[config.mk]
export PLATFORM = sky130hd
export DESIGN_NAME = par8_bus_if
export DESIGN_NICKNAME = d
export VERILOG_FILES = /design/src/rtl/par8_bus_if.sv
export SDC_FILE = /design/constraint.sdc
export NUM_CORES = 1
export LEC_CHECK = 0
export CORE_ASPECT_RATIO = 0.7
export CORE_MARGIN = 2
export CORE_UTILIZATION = 45
export CTS_CLUSTER_DIAMETER = 150
export DETAILED_ROUTE_END_ITERATION = 6
export PLACE_DENSITY = 0.74
export SETUP_SLACK_MARGIN = 0.1
export SYNTH_ARGS = -nofsm -noshare
export SYNTH_HDL_FRONTEND = slang
export SYNTH_SLANG_ARGS = --single-unit
[constraint.sdc]
create_clock -name clk_100mhz -period 3.1 [get_ports clk_100mhz]
set_input_delay 0.31 -clock clk_100mhz [delete_from_list [all_inputs] [get_ports clk_100mhz]]
set_output_delay 0.31 -clock clk_100mhz [all_outputs]
set_load 0.05 [all_outputs]
[src/rtl/par8_bus_if.sv]
// Front end for the 8-bit parallel bus: synchronises the master's strobe, direction and data
// into clk_100mhz and bridges them to rx/tx byte streams. Define PAR8_RX_FIFO_EN for an 8-deep rx FIFO.
module par8_bus_if #(
   parameter int unsigned SYNC_STAGES = 2,
   parameter int unsigned TURN_CYCLES = 4,
   parameter int unsigned CNT_W       = 16
) (
   input  logic             clk_100mhz,
   input  logic             reset_n,
   input  logic             bus_clk,
   input  logic             bus_rnw,
   input  logic [7:0]       bus_data_in,
   output logic [7:0]       bus_data_out,
   output logic             bus_data_oe,
   output logic [7:0]       rx_data,
   output logic             rx_valid,
   input  logic             rx_ready,
   input  logic [7:0]       tx_data,
   input  logic             tx_valid,
   output logic             tx_ready,
   output logic [CNT_W-1:0] rx_count,
   output logic [CNT_W-1:0] tx_count,
   output logic [2:0]       err_flags
);

   localparam int unsigned TurnW = (TURN_CYCLES > 1) ? $clog2(TURN_CYCLES) : 1;

   typedef enum logic [1:0] {StDirIn, StTurn, StDirOut} dir_state_e;

   logic [SYNC_STAGES-1:0]      clk_sync_q;
   logic [SYNC_STAGES-1:0]      rnw_sync_q;
   logic [SYNC_STAGES-1:0][7:0] data_sync_q;
   logic                        clk_s;
   logic                        rnw_s;
   logic [7:0]                  data_s;
   logic                        clk_prev_q;
   logic                        strobe_q;

   dir_state_e                  state_q, state_d;
   logic [TurnW-1:0]            turn_cnt_q, turn_cnt_d;

   logic                        wr_stb;
   logic                        rd_stb;
   logic                        turn_stb;

   logic                        rx_push;
   logic                        rx_pop;
   logic                        rx_ovr;
   logic [CNT_W-1:0]            rx_count_q;

   logic                        tx_full_q, tx_full_d;
   logic                        tx_ready_q;
   logic                        tx_load;
   logic                        tx_unf;
   logic [7:0]                  tx_data_q, tx_data_d;
   logic [CNT_W-1:0]            tx_count_q, tx_count_d;

   logic [2:0]                  err_q;

   // ---------------------------------------------------------------------------------------
   // Synchronisers and strobe detection
   // ---------------------------------------------------------------------------------------
   always_ff @(posedge clk_100mhz or negedge reset_n) begin
      if (!reset_n) begin
         clk_sync_q  <= '0;
         rnw_sync_q  <= '0;
         data_sync_q <= '0;
         clk_prev_q  <= 1'b0;
         strobe_q    <= 1'b0;
      end else begin
         clk_sync_q  <= {clk_sync_q[SYNC_STAGES-2:0], bus_clk};
         rnw_sync_q  <= {rnw_sync_q[SYNC_STAGES-2:0], bus_rnw};
         data_sync_q <= {data_sync_q[SYNC_STAGES-2:0], bus_data_in};
         clk_prev_q  <= clk_s;
         strobe_q    <= clk_s & ~clk_prev_q;
      end
   end

   assign clk_s  = clk_sync_q[SYNC_STAGES-1];
   assign rnw_s  = rnw_sync_q[SYNC_STAGES-1];
   assign data_s = data_sync_q[SYNC_STAGES-1];

   // ---------------------------------------------------------------------------------------
   // Direction FSM
   // ---------------------------------------------------------------------------------------
   always_ff @(posedge clk_100mhz or negedge reset_n) begin
      if (!reset_n) begin
         state_q    <= StDirIn;
         turn_cnt_q <= '0;
      end else begin
         state_q    <= state_d;
         turn_cnt_q <= turn_cnt_d;
      end
   end

   always_comb begin
      state_d    = state_q;
      turn_cnt_d = turn_cnt_q;
      unique case (state_q)
         StDirIn: begin
            if (rnw_s) begin
               state_d    = StTurn;
               turn_cnt_d = TurnW'(TURN_CYCLES - 1);
            end
         end
         StTurn: begin
            if (!rnw_s) begin
               state_d = StDirIn;
            end else if (turn_cnt_q == '0) begin
               state_d = StDirOut;
            end else begin
               turn_cnt_d = turn_cnt_q - TurnW'(1);
            end
         end
         StDirOut: begin
            if (!rnw_s) state_d = StDirIn;
         end
         default: state_d = StDirIn;
      endcase
   end

   // Driven from the next state so the pins turn on/off in the same cycle the decision is made.
   assign bus_data_oe = (state_d == StDirOut);

   assign wr_stb   = strobe_q & (state_q == StDirIn);
   assign rd_stb   = strobe_q & (state_q == StDirOut);
   assign turn_stb = strobe_q & (state_q == StTurn);

   // ---------------------------------------------------------------------------------------
   // Receive path
   // ---------------------------------------------------------------------------------------
`ifdef PAR8_RX_FIFO_EN
   logic [7:0][7:0] fifo_q;
   logic [2:0]      rd_ptr_q;
   logic [2:0]      wr_ptr_q;
   logic [3:0]      fill_q;

   assign rx_valid = (fill_q != 4'd0);
   assign rx_data  = fifo_q[rd_ptr_q];
   assign rx_pop   = rx_valid & rx_ready;
   // A pop on a full FIFO frees the slot the incoming byte is written into.
   assign rx_push  = wr_stb & ((fill_q != 4'd8) | rx_pop);
   assign rx_ovr   = wr_stb & ~rx_push;

   always_ff @(posedge clk_100mhz or negedge reset_n) begin
      if (!reset_n) begin
         fifo_q   <= '0;
         rd_ptr_q <= '0;
         wr_ptr_q <= '0;
         fill_q   <= '0;
      end else begin
         if (rx_push) begin
            fifo_q[wr_ptr_q] <= data_s;
            wr_ptr_q         <= wr_ptr_q + 3'd1;
         end
         if (rx_pop) rd_ptr_q <= rd_ptr_q + 3'd1;
         if (rx_push && !rx_pop) begin
            fill_q <= fill_q + 4'd1;
         end else if (!rx_push && rx_pop) begin
            fill_q <= fill_q - 4'd1;
         end
      end
   end
`else
   logic [7:0] rx_data_q;
   logic       rx_valid_q;

   assign rx_valid = rx_valid_q;
   assign rx_data  = rx_data_q;
   assign rx_pop   = rx_valid_q & rx_ready;
   assign rx_push  = wr_stb & (~rx_valid_q | rx_ready);
   assign rx_ovr   = wr_stb & ~rx_push;

   always_ff @(posedge clk_100mhz or negedge reset_n) begin
      if (!reset_n) begin
         rx_data_q  <= '0;
         rx_valid_q <= 1'b0;
      end else if (rx_push) begin
         rx_data_q  <= data_s;
         rx_valid_q <= 1'b1;
      end else if (rx_pop) begin
         rx_valid_q <= 1'b0;
      end
   end
`endif

   always_ff @(posedge clk_100mhz or negedge reset_n) begin
      if (!reset_n) begin
         rx_count_q <= '0;
      end else if (rx_push) begin
         rx_count_q <= rx_count_q + CNT_W'(1);
      end
   end

   // ---------------------------------------------------------------------------------------
   // Transmit path
   // ---------------------------------------------------------------------------------------
   assign tx_load = tx_valid & tx_ready_q;

   always_comb begin
      tx_full_d  = tx_full_q;
      tx_data_d  = tx_data_q;
      tx_count_d = tx_count_q;
      tx_unf     = 1'b0;
      if (rd_stb) begin
         if (tx_full_q) begin
            tx_full_d  = 1'b0;
            tx_count_d = tx_count_q + CNT_W'(1);
         end else begin
            tx_unf = 1'b1;
         end
      end
      // Only possible while empty, so it never collides with a consumed byte.
      if (tx_load) begin
         tx_data_d = tx_data;
         tx_full_d = 1'b1;
      end
   end

   always_ff @(posedge clk_100mhz or negedge reset_n) begin
      if (!reset_n) begin
         tx_full_q  <= 1'b0;
         tx_ready_q <= 1'b0;
         tx_data_q  <= '0;
         tx_count_q <= '0;
      end else begin
         tx_full_q  <= tx_full_d;
         tx_ready_q <= ~tx_full_d;
         tx_data_q  <= tx_data_d;
         tx_count_q <= tx_count_d;
      end
   end

   // ---------------------------------------------------------------------------------------
   // Sticky error flags
   // ---------------------------------------------------------------------------------------
   always_ff @(posedge clk_100mhz or negedge reset_n) begin
      if (!reset_n) begin
         err_q <= '0;
      end else begin
         err_q <= err_q | {turn_stb, tx_unf, rx_ovr};
      end
   end

   assign bus_data_out = tx_data_q;
   assign tx_ready     = tx_ready_q;
   assign rx_count     = rx_count_q;
   assign tx_count     = tx_count_q;
   assign err_flags    = err_q;

endmodule

# Word level (Yosys, flattened, before mapping)
# Cells that the tools add are included.
# totals
in_bits,22
out_inout_bits,54
regBits,80
wordCells,60
# classes
mux,15
reduce_logical,6
n_addsub,3
eq_ne,6
n_bitwise,14
# op_table
cell,count
$add A16 B1 Y16 const B,2
$mux W2,7
$and A1 B1 Y1,8
$mux W1,6
$ne A2 B2 Y1 const B,3
$pmux W2 S3,1
$eq A2 B2 Y1 const B,2
$logic_not A2 Y1,2
$not A1 Y1,4
$pmux W2 S2,1
$reduce_and A4 Y1,1
$reduce_bool A2 Y1,2
$or A3 B3 Y3,1
$eq A2 B1 Y1 const B,1
$reduce_and A2 Y1,1
$sub A2 B1 Y2 const B,1
$or A1 B1 Y1,1

# Logic depth before layout (Yosys ltp)
# logic_depth
word_depth,6
ltp_mapped,5
depth_no_buf,5

# Least setup slack after synthesis
# OpenSTA, ideal clock, no wires.
# synth_timing
path_type,register to register
from,"reg rx_count_q[3], in the netlist rx_count[3]"
to,"reg rx_count_q[15], in the netlist rx_count[15]"
setup_slack_ns,1.319
arrival_time_ns,1.699
stages_incl_launch_ff,6
required_ns,3.018
setup_ns,0.082
n_path_buf,1
cell_sequence,dfrtp_1 nand3_1 or3_1 buf_2 nor4_2 xor2_1
# synth_between
elab_chain_len,1
# synth_lines
element,line,rtl
from (decl),49,logic [CNT_W-1:0] rx_count_q;
from (signal assigned),191,rx_count_q <= rx_count_q + CNT_W'(1);
$add A16 B1 Y16,191,
# Every way passes these cells.
# A chain may end at the register's enable or synchronous reset.

# Worst setup path in the final report
# layout_timing
from,reg turn_cnt_q[0]
to,out bus_data_oe
# layout_between
elab_chain_len,5
# layout_lines
element,line,rtl
from (decl),40,"logic [TurnW-1:0] turn_cnt_q, turn_cnt_d;"
from (signal assigned),92,turn_cnt_q <= turn_cnt_d;
$logic_not A2 Y1,109,end else if (turn_cnt_q == '0) begin
$mux W2,109,
$mux W2,107,if (!rnw_s) begin
$pmux W2 S3,99,unique case (state_q)
$eq A2 B2 Y1,123,assign bus_data_oe = (state_d == StDirOut);
to (decl),14,"output logic bus_data_oe,"
# Every way passes these cells.

==> impl_metrics.yaml <==
grt:
  grt_max_degree: 81
  antenna_found_initial: 0
  grt_pass1_wl_um: 8910
  grt.overflow.total: 0
  grt_pass1_vias: 1899
  grt_usage_pct: 15.9
floorplanning:
  start_util_pct: 45.7
  die-width_um: 102
  dieArea_mm2: 0.00745
  rows: 25
  core_region_area_mm2: 0.00666
  die_h_um: 72.8
  ios: 76
worst_setup_path:
  cp.arrival_ns: 2.19
  r2r_slack_ns: 1.44
  r2r_start: "state_q[0]"
  reg2regPathDepth: 4
  r2r-end: "rx_count[12]"
  cp-endpoint: "bus_data_oe"
  worst_ep_required_time_ns: 2.79
  endpoint_kind: "output pin"
  cp-startpoint: "turn_cnt_q[0]"
  cp-start-kind: "flip-flop"
  worstSetupPathType: "reg2out"
  critPathMaxFanout: 4
place:
  pre_cts_ws_ns: 0.967
  dp_cells: 386
  port_buffers: 75
  dp_hpwl_um: 3830
  placed_area_mm2: 0.00390
  place.gp.congestion: 0.791
layout:
  nFillCells: 553
  design_area_mm2: 0.00412
  diodes: 0
  drive_gt1_share_pct: 14.6
  areaGrowthSynthToFinish_pct: 35.4
  final_common_cell: "dfrtp_1"
  final_cell_mix: "80 x dfrtp_1, 74 x clkdlybuf4s50_1, 19 x xnor2_1, 19 x mux2_2, 13 x nand2_1"
  nets: 328
  fin_cells: 402
  final_util_pct: 61.8
sta:
  fin_crit_ns: 2.50
  rsz0062_at_grt: "false"
  finalSetupTns_ns: 0
  worst_slack_ns: 0.604
  final.setup_skew_ns: 0.00937
  timing.fmax_ghz: 0.401
  drv_slew: 0
  period_share_pct: 80.5
  final_hold_viol_count: 0
  setup-violations-final: 0
  worst_slew_pin_slew_ns: 0.961
  timing.hold.ws_ns: 0.109
  worst_slew_margin_rel_pct: 35.9
clocking:
  clkSinkCount: 80
  cts_resized: 0
  cts_setup_buffers: 0
  clk_pin_slew_ns: 0.08
  cts_tree: "done"
  clk_path_buf_depth: 2
  htreeDepth: 3
  holdBufCountCts: 0
  clkLatencyLatePin_ns: 0.35
  numCtsBuffers: 9
  cts-root-buf: "clkbuf_8"
power:
  peakVddDrop_v: 0.000345
  p_leak_nw: 1.86
  p_per_area_mw_per_mm2: 737
  power_mw: 3.03
route:
  routed_wl_um: 5410
  wl_met3_um: 408
  vias: 1910
  drt-initial-drc-count: 57
  vias_per_cell: 4.75
  wl_met1_um: 2450
  wl_met2_um: 2450
  ant_nets: 0
  routedWlPerCell_um: 13.5
  drc: 0
  drtPass1Iterations: 4
  top_layer: "met4"
synth:
  ys_warn_count: 0
  syn_inst: 219
  syn-cell-area_mm2: 0.00304
  synth_cell_types: 35
  yosysSeqAreaShare_pct: 65.8
  syn-num-nets: 244
  ys_seq_elements: 80
  syn-mean-instance-area_um2: 13.9
flow_run:
  cap_violations: 0
status:
  status: "finished, final reports clean"
worst_hold_path:
  worstHoldPathType: "in2async"
==> logic make-up after synthesis <==
family	share of synthesized area [%]
buf+inv	1.56
flops	65.8
mux	7.03
compound gates	1.56
fa+ha+maj	1.23
simple gates	14.2
xor+xnor	8.63
==> worst min-delay path by stage <==
| stage | cells past startpoint | to | start | slack [ns] |
|---|---|---|---|---|
| final | 1 | tx_count[13] | reset_n | 0.11 |
| after global routing | 1 | tx_count[13] | reset_n | 0.18 |
| after CTS | 1 | turn_cnt_q[0] | reset_n | 0.15 |
| after detailed placement | 0 | data_s[6] | data_sync_q[6] | 0.34 |
| after global placement | 0 | data_s[0] | data_sync_q[0] | 0.33 |
| after floorplan | 0 | bus_data_out[0] | reset_n | 0.01 |
==> Yosys cell counts <==
master | count | area [um2]
nand2b_1 | 3 | 18.8
nand3b_4 | 1 | 20.0
nor4_4 | 1 | 21.3
nor3b_4 | 1 | 18.8
nand4_1 | 5 | 31.3
a21oi_1 | 1 | 5.00
nor4_2 | 1 | 12.5
nor2_1 | 8 | 30.0
nand2_1 | 13 | 48.8
ha_1 | 3 | 37.5
o21bai_1 | 1 | 7.51
a21o_1 | 1 | 7.51
nand4_4 | 1 | 21.3
inv_1 | 10 | 37.5
nor4_1 | 1 | 6.26
o21ai_0 | 1 | 5.00
nor3_2 | 2 | 20.0
or3_1 | 1 | 6.26
mux2_2 | 19 | 214
buf_2 | 2 | 10.0
and3b_1 | 1 | 8.76
nand2_2 | 1 | 6.26
and3_1 | 4 | 25.0
and2_1 | 3 | 18.8
a31oi_1 | 1 | 6.26
nand4_2 | 1 | 12.5
dfrtp_1 | 80 | 2000
xnor2_1 | 19 | 166
nand3_1 | 11 | 55.1
a31o_2 | 1 | 8.76
a22oi_1 | 1 | 7.51
nor3_1 | 7 | 35.0
and4_1 | 1 | 8.76
xor2_1 | 11 | 96.3
nor2b_1 | 1 | 6.26
==> worst max-delay path: stages (launching register included) <==
cell and delay, ns:
dfrtp_1 0.39, inv_1 0.08, ha_1 0.21, nand3_1 0.09, o21ai_0 0.12, and2_1 0.16
clkdlybuf4s50_1 0.79
==> report_power, final <==
part | switching (mW) | internal (mW) | total, mW
logic | 0.573 | 0.334 | 0.907
registers | 0.109 | 1.19 | 1.30
clock network | 0.374 | 0.458 | 0.832
total | 1.06 | 1.98 | 3.03
==> per-layer routing <==
layer | vias up | GRT usage, %
met5 | - | 0
met4 | 0 | 6.67
met3 | 10 | 6.51
met2 | 64 | 23.3
met1 | 926 | 21.2
li1 | 910 | -
==> cell type report <==
class	instances	area (um2)	area share, %
flip-flops and latches	80	2000	48.6
multi-input cells	127	993	24.1
repair buffers	75	748	18.2
clock buffers	10	128	3.10
well taps	94	118	2.86
clock inverters	6	92.6	2.25
inverters	10	37.5	0.911
==> registers in the layout, indices dropped and copies added, names as in the netlist <==
register      count
strobe_q          1
data_sync_q       8
data_s            8
bus_data_out      8
turn_cnt_q        2
tx_ready          1
state_q           2
rx_valid          1
tx_count         16
rnw_sync_q        2
clk_sync_q        2
rx_count         16
clk_prev_q        1
tx_full_q         1
rx_data           8
err_flags         3
No activity file was read; power rests on OpenSTA's default activity.
